<file path="src/rtl/decode_stage.sv">
`default_nettype none
// ============================================================================
// Module   : decode_stage
// Brief    : ID stage of the 16-bit core. Decodes one instruction per cycle
//            into an ID/EX register with handshake, load-use stall, flush,
//            sticky halt and illegal-opcode flags.
// Revision : 1.0 - initial release
// ============================================================================
module decode_stage #(
    parameter int PC_W          = 16,
    parameter int DATA_W        = 16,
    parameter bit LOADUSE_STALL = 1'b1
) (
    input  logic              clk,
    input  logic              rst_n,
    input  logic              in_valid,
    output logic              in_ready,
    input  logic [15:0]       in_inst,
    input  logic [PC_W-1:0]   in_pc,
    input  logic [PC_W-1:0]   in_pc_plus2,
    input  logic              flush,
    input  logic              ex_ready,
    output logic [2:0]        rf_rs_addr,
    output logic [2:0]        rf_rt_addr,
    output logic              out_valid,
    output logic [PC_W-1:0]   out_pc,
    output logic [PC_W-1:0]   out_pc_plus2,
    output logic [2:0]        out_rd,
    output logic [2:0]        out_rs,
    output logic [2:0]        out_rt,
    output logic [DATA_W-1:0] out_imm,
    output logic [2:0]        out_alu_ctrl,
    output logic              out_use_imm,
    output logic              out_wr_en,
    output logic              out_mem_rd,
    output logic              out_mem_wr,
    output logic              out_branch,
    output logic              out_jump,
    output logic              halted,
    output logic              illegal
);

    localparam logic [3:0] c_OP_NOP    = 4'h0;
    localparam logic [3:0] c_OP_HALT   = 4'h1;
    localparam logic [3:0] c_OP_BRANCH = 4'h2;
    localparam logic [3:0] c_OP_JUMP   = 4'h3;
    localparam logic [3:0] c_OP_ADDI   = 4'h4;
    localparam logic [3:0] c_OP_LD     = 4'h5;
    localparam logic [3:0] c_OP_ST     = 4'h6;

    logic [3:0]        w_opcode;
    logic [2:0]        w_rd;
    logic [2:0]        w_rs;
    logic [2:0]        w_rt;
    logic [DATA_W-1:0] w_imm6;
    logic [DATA_W-1:0] w_imm12;
    logic              w_reads_rt;
    logic              w_advance;
    logic              w_hazard;
    logic              w_accept;

    logic [DATA_W-1:0] w_imm;
    logic [2:0]        w_alu_ctrl;
    logic              w_use_imm;
    logic              w_wr_en;
    logic              w_mem_rd;
    logic              w_mem_wr;
    logic              w_branch;
    logic              w_jump;
    logic              w_is_halt;
    logic              w_is_illegal;

    logic              r_valid;
    logic [PC_W-1:0]   r_pc;
    logic [PC_W-1:0]   r_pc_plus2;
    logic [2:0]        r_rd;
    logic [2:0]        r_rs;
    logic [2:0]        r_rt;
    logic [DATA_W-1:0] r_imm;
    logic [2:0]        r_alu_ctrl;
    logic              r_use_imm;
    logic              r_wr_en;
    logic              r_mem_rd;
    logic              r_mem_wr;
    logic              r_branch;
    logic              r_jump;
    logic              r_halted;
    logic              r_illegal;

    assign w_opcode   = in_inst[15:12];
    assign w_rs       = in_inst[8:6];
    assign w_rt       = in_inst[11:9];
    assign w_rd       = in_inst[14] ? in_inst[11:9] : in_inst[5:3];
    assign w_imm6     = {{(DATA_W-6){in_inst[5]}}, in_inst[5:0]};
    assign w_imm12    = {{(DATA_W-12){in_inst[11]}}, in_inst[11:0]};
    assign w_reads_rt = (w_opcode == c_OP_BRANCH) || (w_opcode == c_OP_ST) ||
                        (w_opcode[3:2] == 2'b10);

    assign rf_rs_addr = w_rs;
    assign rf_rt_addr = w_rt;

    generate
        if (LOADUSE_STALL) begin : g_loaduse
            assign w_hazard = r_valid && r_mem_rd &&
                              ((r_rd == w_rs) || (w_reads_rt && (r_rd == w_rt)));
        end else begin : g_no_loaduse
            assign w_hazard = 1'b0;
        end
    endgenerate

    assign w_advance = !r_valid || ex_ready;
    assign in_ready  = w_advance && !w_hazard && !r_halted && !flush;
    assign w_accept  = in_valid && in_ready;

    always_comb begin
        w_imm        = '0;
        w_alu_ctrl   = 3'b000;
        w_use_imm    = 1'b0;
        w_wr_en      = 1'b0;
        w_mem_rd     = 1'b0;
        w_mem_wr     = 1'b0;
        w_branch     = 1'b0;
        w_jump       = 1'b0;
        w_is_halt    = 1'b0;
        w_is_illegal = 1'b0;
        case (w_opcode)
            c_OP_NOP:    ;
            c_OP_HALT:   w_is_halt = 1'b1;
            c_OP_BRANCH: begin w_branch = 1'b1; w_imm = w_imm6; end
            c_OP_JUMP:   begin w_jump = 1'b1; w_imm = w_imm12; end
            c_OP_ADDI:   begin w_wr_en = 1'b1; w_use_imm = 1'b1; w_imm = w_imm6; end
            c_OP_LD: begin
                w_wr_en   = 1'b1;
                w_mem_rd  = 1'b1;
                w_use_imm = 1'b1;
                w_imm     = w_imm6;
            end
            c_OP_ST:     begin w_mem_wr = 1'b1; w_use_imm = 1'b1; w_imm = w_imm6; end
            4'h8, 4'h9, 4'hA, 4'hB: begin
                w_wr_en    = 1'b1;
                w_alu_ctrl = {1'b1, w_opcode[1:0]};
            end
            default:     w_is_illegal = 1'b1;
        endcase
    end

    // Flush kills the ID/EX entry even when EX is stalled.
    always_ff @(posedge clk or negedge rst_n) begin
        if (!rst_n) begin
            r_valid    <= 1'b0;
            r_pc       <= '0;
            r_pc_plus2 <= '0;
            r_rd       <= 3'b000;
            r_rs       <= 3'b000;
            r_rt       <= 3'b000;
            r_imm      <= '0;
            r_alu_ctrl <= 3'b000;
            r_use_imm  <= 1'b0;
            r_wr_en    <= 1'b0;
            r_mem_rd   <= 1'b0;
            r_mem_wr   <= 1'b0;
            r_branch   <= 1'b0;
            r_jump     <= 1'b0;
            r_halted   <= 1'b0;
            r_illegal  <= 1'b0;
        end else begin
            if (flush || (w_advance && !w_accept)) begin
                r_valid    <= 1'b0;
                r_alu_ctrl <= 3'b000;
                r_use_imm  <= 1'b0;
                r_wr_en    <= 1'b0;
                r_mem_rd   <= 1'b0;
                r_mem_wr   <= 1'b0;
                r_branch   <= 1'b0;
                r_jump     <= 1'b0;
            end else if (w_accept) begin
                r_valid    <= 1'b1;
                r_pc       <= in_pc;
                r_pc_plus2 <= in_pc_plus2;
                r_rd       <= w_rd;
                r_rs       <= w_rs;
                r_rt       <= w_rt;
                r_imm      <= w_imm;
                r_alu_ctrl <= w_alu_ctrl;
                r_use_imm  <= w_use_imm;
                r_wr_en    <= w_wr_en;
                r_mem_rd   <= w_mem_rd;
                r_mem_wr   <= w_mem_wr;
                r_branch   <= w_branch;
                r_jump     <= w_jump;
            end
            if (w_accept && w_is_halt) begin
                r_halted <= 1'b1;
            end
            if (w_accept && w_is_illegal) begin
                r_illegal <= 1'b1;
            end
        end
    end

    assign out_valid    = r_valid;
    assign out_pc       = r_pc;
    assign out_pc_plus2 = r_pc_plus2;
    assign out_rd       = r_rd;
    assign out_rs       = r_rs;
    assign out_rt       = r_rt;
    assign out_imm      = r_imm;
    assign out_alu_ctrl = r_alu_ctrl;
    assign out_use_imm  = r_use_imm;
    assign out_wr_en    = r_wr_en;
    assign out_mem_rd   = r_mem_rd;
    assign out_mem_wr   = r_mem_wr;
    assign out_branch   = r_branch;
    assign out_jump     = r_jump;
    assign halted       = r_halted;
    assign illegal      = r_illegal;

endmodule
`default_nettype wire

</file>
<file path="config.mk">
export PLATFORM = sky130hd
export DESIGN_NAME = decode_stage
export DESIGN_NICKNAME = d
export VERILOG_FILES = /design/src/rtl/decode_stage.sv
export SDC_FILE = /design/constraint.sdc
export NUM_CORES = 1
export LEC_CHECK = 0
export BUFFER_PORTS_ARGS = -buffer_cell sky130_fd_sc_hd__buf_2
export CAP_MARGIN = 20
export CORE_ASPECT_RATIO = 1.1
export CORE_MARGIN = 2
export CORE_UTILIZATION = 50
export DETAILED_ROUTE_END_ITERATION = 8
export PLACE_DENSITY = 0.84
export SYNTH_ARGS = -nofsm -noshare
export SYNTH_HDL_FRONTEND = slang
export SYNTH_SLANG_ARGS = --single-unit
</file>
<file path="constraint.sdc">
create_clock -name clk -period 3.6 [get_ports clk]
set_input_delay 0.18 -clock clk [delete_from_list [all_inputs] [get_ports clk]]
set_output_delay 0.18 -clock clk [all_outputs]
set_load 0.02 [all_outputs]
</file>
### Word level (Yosys, flattened, before mapping)

Index checks and enable logic that the tools add are counted.

* flip-flop bits (word level): 69
* bits of input ports: 53
* output and inout bits: 76
* word-level logic and storage cells: 85

* multiplexer cells: 27
* bitwise logic cells: 1
* equal/unequal tests: 13
* reduce and logical (&&, ||, !) cells: 28

Operator list (number)
* one-hot mux 16 bit (2 select lines): 1
* two-way mux 1 bit: 22
* equality test 4 bit (second input constant): 4
* equality test 4 x 3 -> 1 bit (second input constant): 3
* two-way mux 3 bit: 4
* OR reduction 11 bit: 1
* logical AND 1 bit: 10
* equality test 4 x 2 -> 1 bit (second input constant): 2
* OR reduction 4 bit: 2
* equality test 3 bit: 2
* OR reduction 6 bit: 1
* zero test 1 bit: 5
* logical OR 1 bit: 5
* equality test 4 x 1 -> 1 bit (second input constant): 1
* zero test 4 bit: 1
* OR reduction 3 bit: 1
* equality test 2 bit (second input constant): 1
* AND reduction 2 bit: 1
* nonzero test 2 bit: 1
* NOT 1 bit: 1

### Longest topological paths before layout

* word-level depth: 16
* gate-level depth with buffers: 6
* depth with buffers taken out: 5

### Worst setup path after synthesis

No wires, ideal clock.

* path type: register to register
* from: register r_rd[1], in the netlist out_rd[1]
* to: register r_pc[0], in the netlist out_pc[0]
* library setup time: 125 ps
* data arrival time: 1808 ps
* slack: 1667 ps
* period minus slack after synthesis: 1933 ps
* stages on the path, launching flop included: 7
* data required time: 3475 ps
* path buffers: 1
* path through: dfrtp_1 -> xor2_1 -> a2111oi_4 -> o211a_4 -> nor2_4 -> buf_6 -> mux2_4

* word-level cells in the longest chain between the ends: 14
* elaborated cells on any way between the ends: 15
* those cells by class: 2 x eq/ne; 1 x bitwise; 12 x reduce/logical

Ends and longest elaborated chain
* start, declared: line 76 `logic [2:0] r_rd;`
* start signal, assigned: line 180 `r_rd <= w_rd;`
* equality test 3 bit: line 105 `((r_rd == w_rs) || (w_reads_rt && (r_rd == w_rt)));`
* logical AND 1 bit: line 105
* logical OR 1 bit (*): line 105
* logical AND 1 bit (*): line 104 `assign w_hazard = r_valid && r_mem_rd &&`
* zero test 1 bit (*): line 112 `assign in_ready = w_advance && !w_hazard && !r_halted && !flush;`
* logical AND 1 bit (*) (3 in a row): line 112
* logical AND 1 bit (*): line 113 `assign w_accept = in_valid && in_ready;`
* zero test 1 bit: line 167 `if (flush || (w_advance && !w_accept)) begin`
* logical AND 1 bit: line 167
* logical OR 1 bit: line 167
* NOT 1 bit (no source line)
* AND reduction 2 bit (no source line) (*)
* end signal, assigned: line 178 `r_pc <= in_pc;`
* end, declared: line 74 `logic [PC_W-1:0] r_pc;`

Every way passes the cells marked *; elsewhere a longest branch is shown, timed or not.
A chain may end at the register's enable or synchronous reset.

### Worst setup path after layout

* from: register r_rd[1], in the netlist out_rd[1]
* to: output in_ready

* word-level cells in the longest chain between the ends: 8
* elaborated cells on any way between the ends: 9
* those cells by class: 2 x eq/ne; 7 x reduce/logical

Ends and longest elaborated chain
* equality test 3 bit: line 105
* logical AND 1 bit: line 105
* logical OR 1 bit (*): line 105
* logical AND 1 bit (*): line 104
* zero test 1 bit (*): line 112
* logical AND 1 bit (*) (3 in a row): line 112
* end, declared: line 17 `output logic in_ready,`

Marked as above.

==> flow_summary.ini <==
[run_status]
run_status = complete, no violations

[critical_path]
worstPathMaxFanout = 13
endpoint = in_ready
rr_worst_depth = 6
startpoint_type = register
timing.rr.end = out_pc[13]$_DFFE_PN0P_
crit_type = register to primary output
r2r_setup_slack_ps = 1460
cp-startpoint = out_rd[1]$_DFFE_PN0P_
worstPathCellList = xor2_1 > a2111oi_4 > o211ai_1 > nand2_1 > inv_1 > buf_2
cp_slowest_stage_delay_ps = 430
crit-reg2reg-launch = out_valid$_DFFE_PN0P_
cp.arrival_ps = 2110
required_ps = 3420
critPathSlowestCell = dfrtp_1
critPathCaptureType = primary output

[synth]
ys_seq_elements = 65
synth_area_sq_um = 2913
ys_types = 38
syn_area_per_cell_sq_um = 13.68
syn_nets = 266
synth_xor_area_share_pct = 1.804
synth-simple-area-share_pct = 7.904
synth-compound-area-share_pct = 10.35
async_flop_share_pct = 100.0
synthCells = 213
synth_top_family_by_area = multiplexers
synth-edff-count = 0
synthFlopType = dfrtp_1
ys_warn_count = 0
seq_area_frac_synth_pct = 55.84
muxShareOfSynthArea_pct = 19.07
synth_adder_area_share_pct = 0

[floorplan]
core-area_sq_um = 5697
pin_count = 129
start_util_pct = 51.13
die_area_sq_um = 6453
rows = 29
fp.dieH_um = 84.05
dieWidth_um = 76.78

[grt]
grt_pass1_vias = 2070
grt_usage_pct = 20.28
overflow = 0
grt_pass1_wl_um = 10230
grt_max_degree = 41
antenna_found_initial = 0

[timing]
grt_setup_unrepaired = false
setup_violations = 0
max_freq_mhz = 436.5
fin_crit_sh_pct = 63.64
maxSlewHeadroom_pct = 41.07
fin_skew_ps = 10.43
hold_ws_ps = 72.05
finalCriticalPeriod_ps = 2291
tns_ps = 0
final-hold-violation-count = 0
drv_slew = 0
setup_slack_ps = 1309
tightest_slew_ps = 883.9

[clocking]
cts_root_buf = clkbuf_8
clk_latency_ps = 330
tritoncts = yes
cts_buffer_depth = 2
h-tree-depth = 3
cts_resized = 0
cts_made_buffers = 9
cts.sinks = 65
clkSlewWorstSetupHoldPaths_ps = 80

[detailed_routing]
viasPerCell = 5.127
dr.pass1.iters = 4
ant_nets = 0
first_iter_violations = 169
num_vias = 2143
drcViolationCount = 0
finalWirelength_um = 6450
wl_per_cell_um = 15.43

[finish]
final_cell_mix = buf_2, dfrtp_1, mux2_4
num_antenna_cells = 0
final_area_sq_um = 3740
nets = 389
drive_gt1_share_pct = 55.72
layout_commonest_cell = buf_2
synthToLayoutAreaGrowth_pct = 28.39
finish.utilization_pct = 65.65

[placed_design]
dp_hpwl_um = 4823
gp_congestion = 0.8546
placed_area_sq_um = 3533
pre_cts_slack_ps = 1482
portBuffers = 128

[min_path]
worstHoldPathType = input pin to register

[flow_run]
cap_viol_max_count = 0

[power]
max-vdd-ir-drop_mv = 0.4793
p_per_area_nw_per_um2 = 623.0
p_leak_nw = 1.882
## state kept, by name (all words and copies together) (netlist names), 3 cells and up
name and flops:
out_alu_ctrl 3, out_imm 12, out_pc 16, out_pc_plus2 16, out_rd 3, out_rs 3
out_rt 3
## critical path, delay by kind of cell (launching register included)
| kind | cells | cell delay [ps] |
|---|---|---|
| AOI/OAI and AO/OA | 2 | 520 |
| xor gates and xnor gates | 1 | 190 |
| buffers and inverters | 2 | 250 |
| DFF | 1 | 430 |
| and+or+nand+nor | 1 | 380 |
## Yosys cell counts (4+ instances only)
library cell,n,area share (%)
a32o_1,4,1.4
buf_4,10,2.6
dfrtp_1,65,56
mux2_2,12,4.6
mux2_4,26,13
nand2_1,12,1.5
nand3_1,12,2.1
nor2b_1,5,1.1
o21ai_0,10,1.7
o22a_1,6,1.8
o2bb2ai_1,6,1.8
xor2_1,6,1.8
## cell type report
| class | instances | area [sq um] |
|---|---|---|
| Fill cell | 472 | 1957 |
| Sequential cell | 65 | 1627 |
| Multi-Input combinational cell | 126 | 1140 |
| Timing Repair Buffer | 132 | 673.1 |
| Clock buffer | 10 | 127.6 |
| Tap cell | 77 | 96.34 |
| Clock inverter | 6 | 68.82 |
| Inverter | 2 | 7.507 |
## stage by stage
step | total power, W | instances
floorplan | 0.001493 | 213
global placement | 0.001724 | 401
detailed placement | 0.001746 | 401
CTS | 0.002360 | 418
global route | 0.002452 | 418
finish | 0.002330 | 418
## worst min path at each step
| stage | start | end | cells past startpoint |
|---|---|---|---|
| after global routing | in_pc[7] | out_pc[7]$_DFFE_PN0P_ | 2 |
| after global placement | rst_n | out_imm[9]$_DFFE_PN0P_ | 1 |
| final | in_pc[4] | out_pc[4]$_DFFE_PN0P_ | 2 |
| after detailed placement | rst_n | out_imm[14]$_DFFE_PN0P_ | 1 |
| after CTS | in_pc[15] | out_pc[15]$_DFFE_PN0P_ | 2 |
| after floorplan | rst_n | halted$_DFFE_PN0P_ | 0 |
## cell families (layout without fill, tap and decap cells)
group                     after synthesis  in the layout
xor gates and xnor gates                6              6
AOI/OAI and AO/OA                      36             36
buffers and inverters                  22            150
muxes                                  41             41
and+or+nand+nor                        43             43
DFF                                    65             65
## metal layers
metal  GRT usage [%]  share of wire (%)  vias up
met1           26.83                 42     1033
met3           5.303                7.7       11
met2           31.98                 49      102
li1                -                  -      997
met5               0                  0        -
met4           7.934                1.7        0
## where the power goes
group	internal, W	leakage [nW]	total (W)	switching [W]
Clock	0.000322	0.0964	0.000601	0.000279
Sequential	0.000887	0.790	0.000984	0.0000975
Combinational	0.000324	0.996	0.000745	0.000421
## repair_timing
item,4_1_cts,5_1_grt
hold buffers,1,0
hold endpoints to repair,28,0
setup buffers,0,0
Note: power is estimated with default switching activity, not from simulation.
